===== config.mk =====
export PLATFORM = sky130hd
export DESIGN_NAME = pairing_job_ctrl
export DESIGN_NICKNAME = d
export VERILOG_FILES = /design/src/rtl/pairing_pkg.sv /design/src/rtl/pairing_watchdog.sv /design/src/rtl/pairing_job_ctrl.sv
export SDC_FILE = /design/constraint.sdc
export NUM_CORES = 1
export LEC_CHECK = 0
export CELL_PAD_IN_SITES_DETAIL_PLACEMENT = 0
export CELL_PAD_IN_SITES_GLOBAL_PLACEMENT = 2
export CORE_AREA = 4 4 734 736
export DETAILED_ROUTE_END_ITERATION = 10
export DIE_AREA = 0 0 738 740
export GPL_TIMING_DRIVEN = 1
export PLACE_DENSITY = 0.46
export SLEW_MARGIN = 20
export SYNTH_ARGS = -nofsm -noshare
export SYNTH_HDL_FRONTEND = slang
export SYNTH_SLANG_ARGS = --single-unit
export TNS_END_PERCENT = 100

===== constraint.sdc =====
create_clock -name clk -period 3.5 [get_ports clk]
set_input_delay 0.7 -clock clk [delete_from_list [all_inputs] [get_ports clk]]
set_output_delay 0.7 -clock clk [all_outputs]
set_load 0.02 [all_outputs]

===== src/rtl/pairing_pkg.sv =====
// Shared constants and state encoding for the pairing-core job controller.
// Holds field widths for a GF(3^97) Tate-pairing core and the FSM state enum.
package pairing_pkg;

    localparam int M       = 97;
    localparam int OPW     = 2 * M;
    localparam int SLW     = 150;
    localparam int NSL     = 8;
    localparam int TAGW    = 4;
    localparam int RST_CYC = 2;
    localparam int TMO_W   = 20;

    typedef enum logic [2:0] {
        S_IDLE,
        S_LOAD,
        S_RUN,
        S_SEL,
        S_CAP,
        S_OUT,
        S_ERR
    } state_t;

endpackage


===== src/rtl/pairing_watchdog.sv =====
// Free-running up-counter with clear and enable that parks at all-ones.
// Ports: clk, reset, clr (zero the count), en (count up), term (count is all-ones).
module pairing_watchdog #(
    parameter int W = 20
) (
    input  logic clk,
    input  logic reset,
    input  logic clr,
    input  logic en,
    output logic term
);

    logic [W-1:0] cnt;

    assign term = &cnt;

    always_ff @(posedge clk) begin
        if (reset || clr) begin
            cnt <= '0;
        end else if (en && !term) begin
            cnt <= cnt + 1'b1;
        end
    end

endmodule


===== src/rtl/pairing_job_ctrl.sv =====
// Job sequencer for one Tate-pairing core: accepts a tagged job, resets and runs
// the core under a watchdog, then streams the 8 result slices out as tagged beats.
// Ports: job_* (valid/ready job in), core_* (to/from core), res_* (valid/ready
// result beats), busy, jobs_done (completed-job count including timeouts).
module pairing_job_ctrl
    import pairing_pkg::*;
#(
    parameter int OPW     = pairing_pkg::OPW,
    parameter int SLW     = pairing_pkg::SLW,
    parameter int NSL     = pairing_pkg::NSL,
    parameter int TAGW    = pairing_pkg::TAGW,
    parameter int RST_CYC = pairing_pkg::RST_CYC,
    parameter int TMO_W   = pairing_pkg::TMO_W
) (
    input  logic            clk,
    input  logic            reset,
    input  logic            job_valid,
    output logic            job_ready,
    input  logic [TAGW-1:0] job_tag,
    input  logic [OPW-1:0]  job_x1,
    input  logic [OPW-1:0]  job_y1,
    input  logic [OPW-1:0]  job_x2,
    input  logic [OPW-1:0]  job_y2,
    output logic            core_reset,
    output logic [OPW-1:0]  core_x1,
    output logic [OPW-1:0]  core_y1,
    output logic [OPW-1:0]  core_x2,
    output logic [OPW-1:0]  core_y2,
    input  logic            core_done,
    output logic [NSL-1:0]  core_sel,
    input  logic [SLW-1:0]  core_out,
    output logic            res_valid,
    input  logic            res_ready,
    output logic [SLW-1:0]  res_data,
    output logic [2:0]      res_idx,
    output logic            res_last,
    output logic            res_err,
    output logic [TAGW-1:0] res_tag,
    output logic            busy,
    output logic [15:0]     jobs_done
);

    localparam int RCW = $clog2(RST_CYC + 1);
    localparam logic [NSL-1:0] SEL0 = NSL'(1);

    state_t          state, nxt;
    logic [RCW-1:0]  rst_cnt;
    logic            armed;
    logic [2:0]      idx;
    logic [TAGW-1:0] tag_q;
    logic            wd_clr, wd_en, wd_term;
    logic            accept;

    // rst_cnt doubles as the post-reset hold and the per-job LOAD pulse timer.
    assign core_reset = reset | (rst_cnt != '0);
    assign job_ready  = (state == S_IDLE) & ~reset;
    assign accept     = job_valid & job_ready;
    assign busy       = (state != S_IDLE);
    assign res_tag    = tag_q;

    pairing_watchdog #(
        .W(TMO_W)
    ) u_wd (
        .clk  (clk),
        .reset(reset),
        .clr  (wd_clr),
        .en   (wd_en),
        .term (wd_term)
    );

    always_ff @(posedge clk) begin
        if (reset) begin
            state <= S_IDLE;
        end else begin
            state <= nxt;
        end
    end

    always_comb begin
        nxt    = state;
        wd_clr = 1'b0;
        wd_en  = 1'b0;
        unique case (state)
            S_IDLE: if (accept) nxt = S_LOAD;
            S_LOAD: begin
                wd_clr = 1'b1;
                if (rst_cnt == RCW'(1)) nxt = S_RUN;
            end
            S_RUN: begin
                wd_en = 1'b1;
                // armed is low on the first RUN cycle: done is still stale there.
                if (armed && core_done) nxt = S_SEL;
                else if (wd_term)       nxt = S_ERR;
            end
            S_SEL: nxt = S_CAP;
            S_CAP: nxt = S_OUT;
            S_OUT: if (res_ready) nxt = res_last ? S_IDLE : S_SEL;
            S_ERR: if (res_ready) nxt = S_IDLE;
            default: nxt = S_IDLE;
        endcase
    end

    always_ff @(posedge clk) begin
        if (reset) begin
            rst_cnt   <= RCW'(RST_CYC);
            armed     <= 1'b0;
            idx       <= '0;
            tag_q     <= '0;
            core_x1   <= '0;
            core_y1   <= '0;
            core_x2   <= '0;
            core_y2   <= '0;
            core_sel  <= '0;
            res_valid <= 1'b0;
            res_data  <= '0;
            res_idx   <= '0;
            res_last  <= 1'b0;
            res_err   <= 1'b0;
            jobs_done <= '0;
        end else begin
            armed <= (state == S_RUN);
            if (accept) begin
                core_x1 <= job_x1;
                core_y1 <= job_y1;
                core_x2 <= job_x2;
                core_y2 <= job_y2;
                tag_q   <= job_tag;
                rst_cnt <= RCW'(RST_CYC);
            end else if (rst_cnt != '0) begin
                rst_cnt <= rst_cnt - 1'b1;
            end
            unique case (state)
                S_RUN: begin
                    if (nxt == S_SEL) begin
                        idx <= '0;
                    end else if (nxt == S_ERR) begin
                        res_valid <= 1'b1;
                        res_err   <= 1'b1;
                        res_last  <= 1'b1;
                        res_idx   <= '0;
                        res_data  <= '0;
                    end
                end
                S_SEL: core_sel <= SEL0 << idx;
                S_CAP: begin
                    res_data  <= core_out;
                    res_idx   <= idx;
                    res_last  <= (idx == 3'(NSL - 1));
                    res_err   <= 1'b0;
                    res_valid <= 1'b1;
                end
                S_OUT: begin
                    if (res_ready) begin
                        res_valid <= 1'b0;
                        if (res_last) begin
                            core_sel  <= '0;
                            jobs_done <= jobs_done + 1'b1;
                        end else begin
                            idx <= idx + 1'b1;
                        end
                    end
                end
                S_ERR: begin
                    if (res_ready) begin
                        res_valid <= 1'b0;
                        res_err   <= 1'b0;
                        jobs_done <= jobs_done + 1'b1;
                    end
                end
                default: ;
            endcase
        end
    end

endmodule


# After elaboration in Yosys (flattened, before gate mapping)
# Index checks and enable logic that the tools add are counted.
[totals]
regBits = 989
[classes]
reduce_logical = 22
eq_ne = 18
shift = 1
n_bitwise = 4
add_sub_neg = 4
mux = 33
[op_table]
columns = ["operator", "n"]
rows = [
  ["$mux W150", 2],
  ["$pmux W150 S2", 1],
  ["$mux W16", 3],
  ["$mux W3", 11],
  ["$pmux W16 S2", 1],
  ["$pmux W3 S7", 1],
  ["$add A20 B1 Y20 const B", 1],
  ["$reduce_and A20 Y1", 1],
  ["$add A16 B1 Y16 const B", 1],
  ["$mux W8", 2],
  ["$pmux W8 S2", 1],
  ["$reduce_and A4 Y1", 4],
  ["$eq A3 B3 Y1 const B", 5],
  ["$pmux W3 S2", 2],
  ["$ne A2 B2 Y1 const B", 5],
  ["$reduce_bool A2 Y1", 5],
  ["$eq A3 B2 Y1 const B", 3],
  ["$reduce_bool A3 Y1", 3],
  ["$shl A1 B3 Y8 const A", 1],
  ["$ne A2 B1 Y1 const B", 3],
  ["$pmux W1 S3", 2],
  ["$reduce_and A3 Y1", 2],
  ["$mux W1", 5],
  ["$reduce_or A2 Y1", 2],
  ["13 further kinds", 15],
]

# Longest topological paths before layout
[logic_depth]
ltp_word = 9
depth_mapped = 9
depth_no_buf = 7

# Hierarchy
# Synthesis repeated with hierarchy kept, for this count alone.
[hier_totals]
cells_unflattened = 4061
hier_area_um2 = 35950.7
[modules_own_cells]
columns = ["mod", "seq_area_each_um2", "instances", "cells_each", "area_per_inst_um2"]
rows = [
  ["pairing_job_ctrl", 19398.6, 1, 3948, 34907.2],
  ["pairing_watchdog", 400.4, 1, 113, 1043.5],
]

# Worst setup path after synthesis
# No wires, ideal clock.
[synth_timing]
path_type = "input-to-reg"
startpoint = "input port reset"
endpoint = "register core_x1[0]"
required_ns = 3.387
setup_slack_ns = 0.860
setup_ns = 0.113
arrival_time_ns = 2.528
cell_stages = 8
path_cell_list = "buf_2 -> nor4_1 -> nand2_1 -> buf_2 -> clkbuf_1 -> buf_2 -> nand3b_1 -> nand2_1"
[synth_via]
elab_chain_cells = 3
[synth_rtl]
columns = ["element", "line", "source"]
rows = [
  ["start, declared", "pairing_job_ctrl.sv:16", "input logic reset,"],
  ["$not A1 Y1", "pairing_job_ctrl.sv:56", "assign job_ready = (state == S_IDLE) & ~reset;"],
  ["$and A1 B1 Y1", "pairing_job_ctrl.sv:56", ""],
  ["via job_ready", "pairing_job_ctrl.sv:18", "output logic job_ready,"],
  ["$and A1 B1 Y1", "pairing_job_ctrl.sv:57", "assign accept = job_valid & job_ready;"],
  ["end signal, assigned", "pairing_job_ctrl.sv:123", "core_x1 <= job_x1;"],
  ["end, declared", "pairing_job_ctrl.sv:25", "output logic [OPW-1:0] core_x1,"],
]
# The timed path passes the listed nets, and every way through them passes these cells.
# A chain may end at the register's enable or synchronous reset.

# Final worst setup path
[layout_timing]
startpoint = "register state[2]"
endpoint = "output port busy"
[layout_via]
elab_chain_cells = 1
[layout_rtl]
columns = ["element", "line", "source"]
rows = [
  ["start, declared", "pairing_job_ctrl.sv:46", "state_t state, nxt;"],
  ["start signal, assigned", "pairing_job_ctrl.sv:75", "state <= nxt;"],
  ["$reduce_bool A3 Y1", "pairing_job_ctrl.sv:58", "assign busy = (state != S_IDLE);"],
  ["end, declared", "pairing_job_ctrl.sv:39", "output logic busy,"],
]
# Every way passes these cells.

==> metrics.md <==
| Metric | Value |
|---|---|
| Outcome | finished clean |
| Cells after Synth | roughly 4,400 |
| Synth warn | 0 |
| Most frequent cells in the layout | clkdlybuf4s50_1, nand2_1, dfxtp_1, nand3b_1, nor2_1 |
| CP Capture Type | output port |
| # H-tree levels | 4 |
| Maxcap violations | 0 |
| Final Util | 0.133 |
| Root Buffer | clkbuf_16 |
| Nets | a little over 7,000 |
| CTS resizes | 1 |
| Crit path cell chain | buf_4, or3_1, clkdlybuf4s50_1 |
| First-pass GRT wire length | approximately 540,000 um |
| Commonest non-fill, non-tap cell in the layout | clkdlybuf4s50_1 |
| Hold Vio Cnt, Final | 0 |
| Post-synthesis cell type count | 52 |
| Critical path class | flip-flop to output port |
| Ratio of cells with drive above 1 in the final layout | 0.0696 |
| Setup Fix Bufs, Post-CTS | 0 |
| Setup WS post-layout | approximately 0.22 ns |
| Fillers | about 60,000 |
| Synth area leader | dfxtp_1 |
| Sink Count | approximately 1,000 |
| DR pass1 iterations | 5 |
| IO Count | 1,898 |
| Sequential area share after synthesis | 0.528 |
| Critical path launch point type | flip-flop |
| Max rail drop VDD | ~400 uV |
| Clock skew | between 0.06 and 0.07 ns |
| Dpl hpwl | 381,000 um |
| DRT Wirelength | approximately 450,000 um |
| Ys async rst share | 0 |
| Layout area overhead | 88.8% |
| Cells after DPL | around 13,000 |
| Slowest CP cell | clkdlybuf4s50_1 |
| Final Setup Violations | 0 |
| Buf/Inv on CP | 2 |
| Leakage | approximately 0.027 uW |
| Grt total ovfl | 0 |
| Post-synth EDFFs | 0 |
| #FFs+latches synth | slightly below 1,000 |
| Setup TNS | 0 ns |
| Synth Flop Type | dfxtp_1 |
| WL per Instance | approximately 33 um |
| Hold Path Class | input port to flip-flop |
| Worst slew pin tran | roughly 0.97 ns |
| Synthesized area per cell | 8.55 um^2 |
| Syn nets | between 5,000 and 6,000 |
| Die Span Y | between 700 and 800 um |
| Clock transition at path regs | about 0.060 ns |
| Port bufs | approximately 1,900 |
| CP arrival | 2.58 ns |
| Die area | 0.546 mm^2 |
| Fin crit period | about 3.3 ns |
| Iteration-0 DRC Markers | between 2,000 and 3,000 |
| Post-Place Worst Slack | 0.538 ns |
| Period utilization | 0.936 |
| Die width | approximately 740 um |
| Clk_lat worst skew | a little under 0.9 ns |
| Vias in the first global route | between 40,000 and 50,000 |
| Rows | approximately 270 |
| Delay-heaviest family, CP | buffers and inverters |
| # hold bufs at CTS | 0 |
| Largest net degree at the start of global routing | 164 |
| CTS tree | built |
| Pwr per Cell Area | approximately 520 mW/mm^2 |
| Clock buffer depth | 4 |
| CTS buffer count | 162 |
| RSZ-0062 raised after global routing | false |
| Fmax | a little over 0.3 GHz |
| Synth top area cells | dfxtp_1, nand2_1, nand3b_1 |
| CORE AREA | ~0.53 mm^2 |
| Initial antenna violation count | approximately 360 |
| Gpl congestion | slightly below 1 |
| Max-slew violations | 0 |
| Initial Util | 0.0704 |
| Area fraction of the dominant cell type after synthesis | 0.528 |
| Final std cells w/o fill | ~13,000 |
| Fin Hold WS | 0.361 ns |
| Drt via density | 3.04 |
| CP max stage delay | between 0.5 and 0.6 ns |
| Post-DRT Antenna Nets | 0 |
| DRC | 0 |
| Post-synthesis cell area | 0.0375 mm^2 |
| Worst path required time | around 2.8 ns |
| Slew HR | 0.350 |
| Total GRT Usage | 0.157 |
| Vias | 40,738 |
| Worst Path Max Fanout | 9 |
## cell type report
class                      instances  area, um^2  area share
clock inverter                    49         658     0.00930
sequential                       989       19800       0.280
multi-input combinational       3044       16100       0.227
clock buffer                     232        4670      0.0660
tap                             7020        8780       0.124
inverter                           8        30.0    0.000424
timing repair buffer            2026       20600       0.291
antenna                           53         133     0.00187
## through the flow
step                cell area, um^2  power [uW]
floorplan                     37500       15100
global placement              65300       20600
CTS                           70600       38400
finish                        70800       37100
global route                  70600       38800
detailed placement            65300       20500
## cells by family after synthesis
group           Yosys count  synth area share
simple gates           2797             0.364
compound gates          207            0.0542
fa+ha+maj                11           0.00361
mux                       4           0.00110
buf+inv                 349            0.0428
xor+xnor                 25           0.00584
flops                   989             0.528
## path summary, 6_finish.rpt
check	startpoint	to	slack, ns	cells after the start
min	job_x2[84]	core_x2[84]	0.36	3
min reg2reg	core_sel[0]	core_sel[0]	0.46	2
max	state[2]	busy	0.22	3
max reg2reg	state[0]	idx[0]	0.89	9
## worst register-to-register path, cell delays in order, from the launching register on
cell	delay (ns)
dfxtp_1	0.55
buf_4	0.27
nor4_1	0.08
buf_4	0.21
and2_4	0.23
buf_12	0.17
buf_12	0.18
a211oi_1	0.47
nor2_1	0.11
a211oi_1	0.25
## synthesized netlist by cell type, types with 7 or more instances
cell type,n
a21oi_1,22
a2bb2oi_1,101
a2bb2oi_2,52
buf_1,8
buf_2,118
buf_4,7
buf_6,14
clkbuf_1,193
dfxtp_1,989
ha_1,10
inv_1,8
nand2_1,1739
nand3_1,13
nand3b_1,782
nand4_1,11
nor2_1,201
nor3_1,10
nor4_1,8
xnor2_1,13
xor2_1,12
## state kept, by name, indices dropped and copies added (netlist names)
name and cells:
u_wd.cnt 20, armed 1, core_sel 8, idx 3
rst_cnt 2, res_last 1, core_y2 194, res_idx 3
res_err 1, res_data 150, core_x2 194, core_y1 194
state 3, res_tag 4, core_x1 194, res_valid 1
jobs_done 16
## layer usage
layer	track usage	up-vias	wire length, um
met4	0.0289	142	10200
met1	0.184	19568	178000
met5	0	-	869
met2	0.255	2150	202000
met3	0.0803	727	55500
li1	-	18151	-
## where the power goes
part / total [uW] / switching [uW] / internal, uW
clock network: 17000 / 7000 / 9960
registers: 12700 / 581 / 12100
logic: 7420 / 4460 / 2960
total: 37100 / 12000 / 25000
No activity file was read; power rests on OpenSTA's default activity.
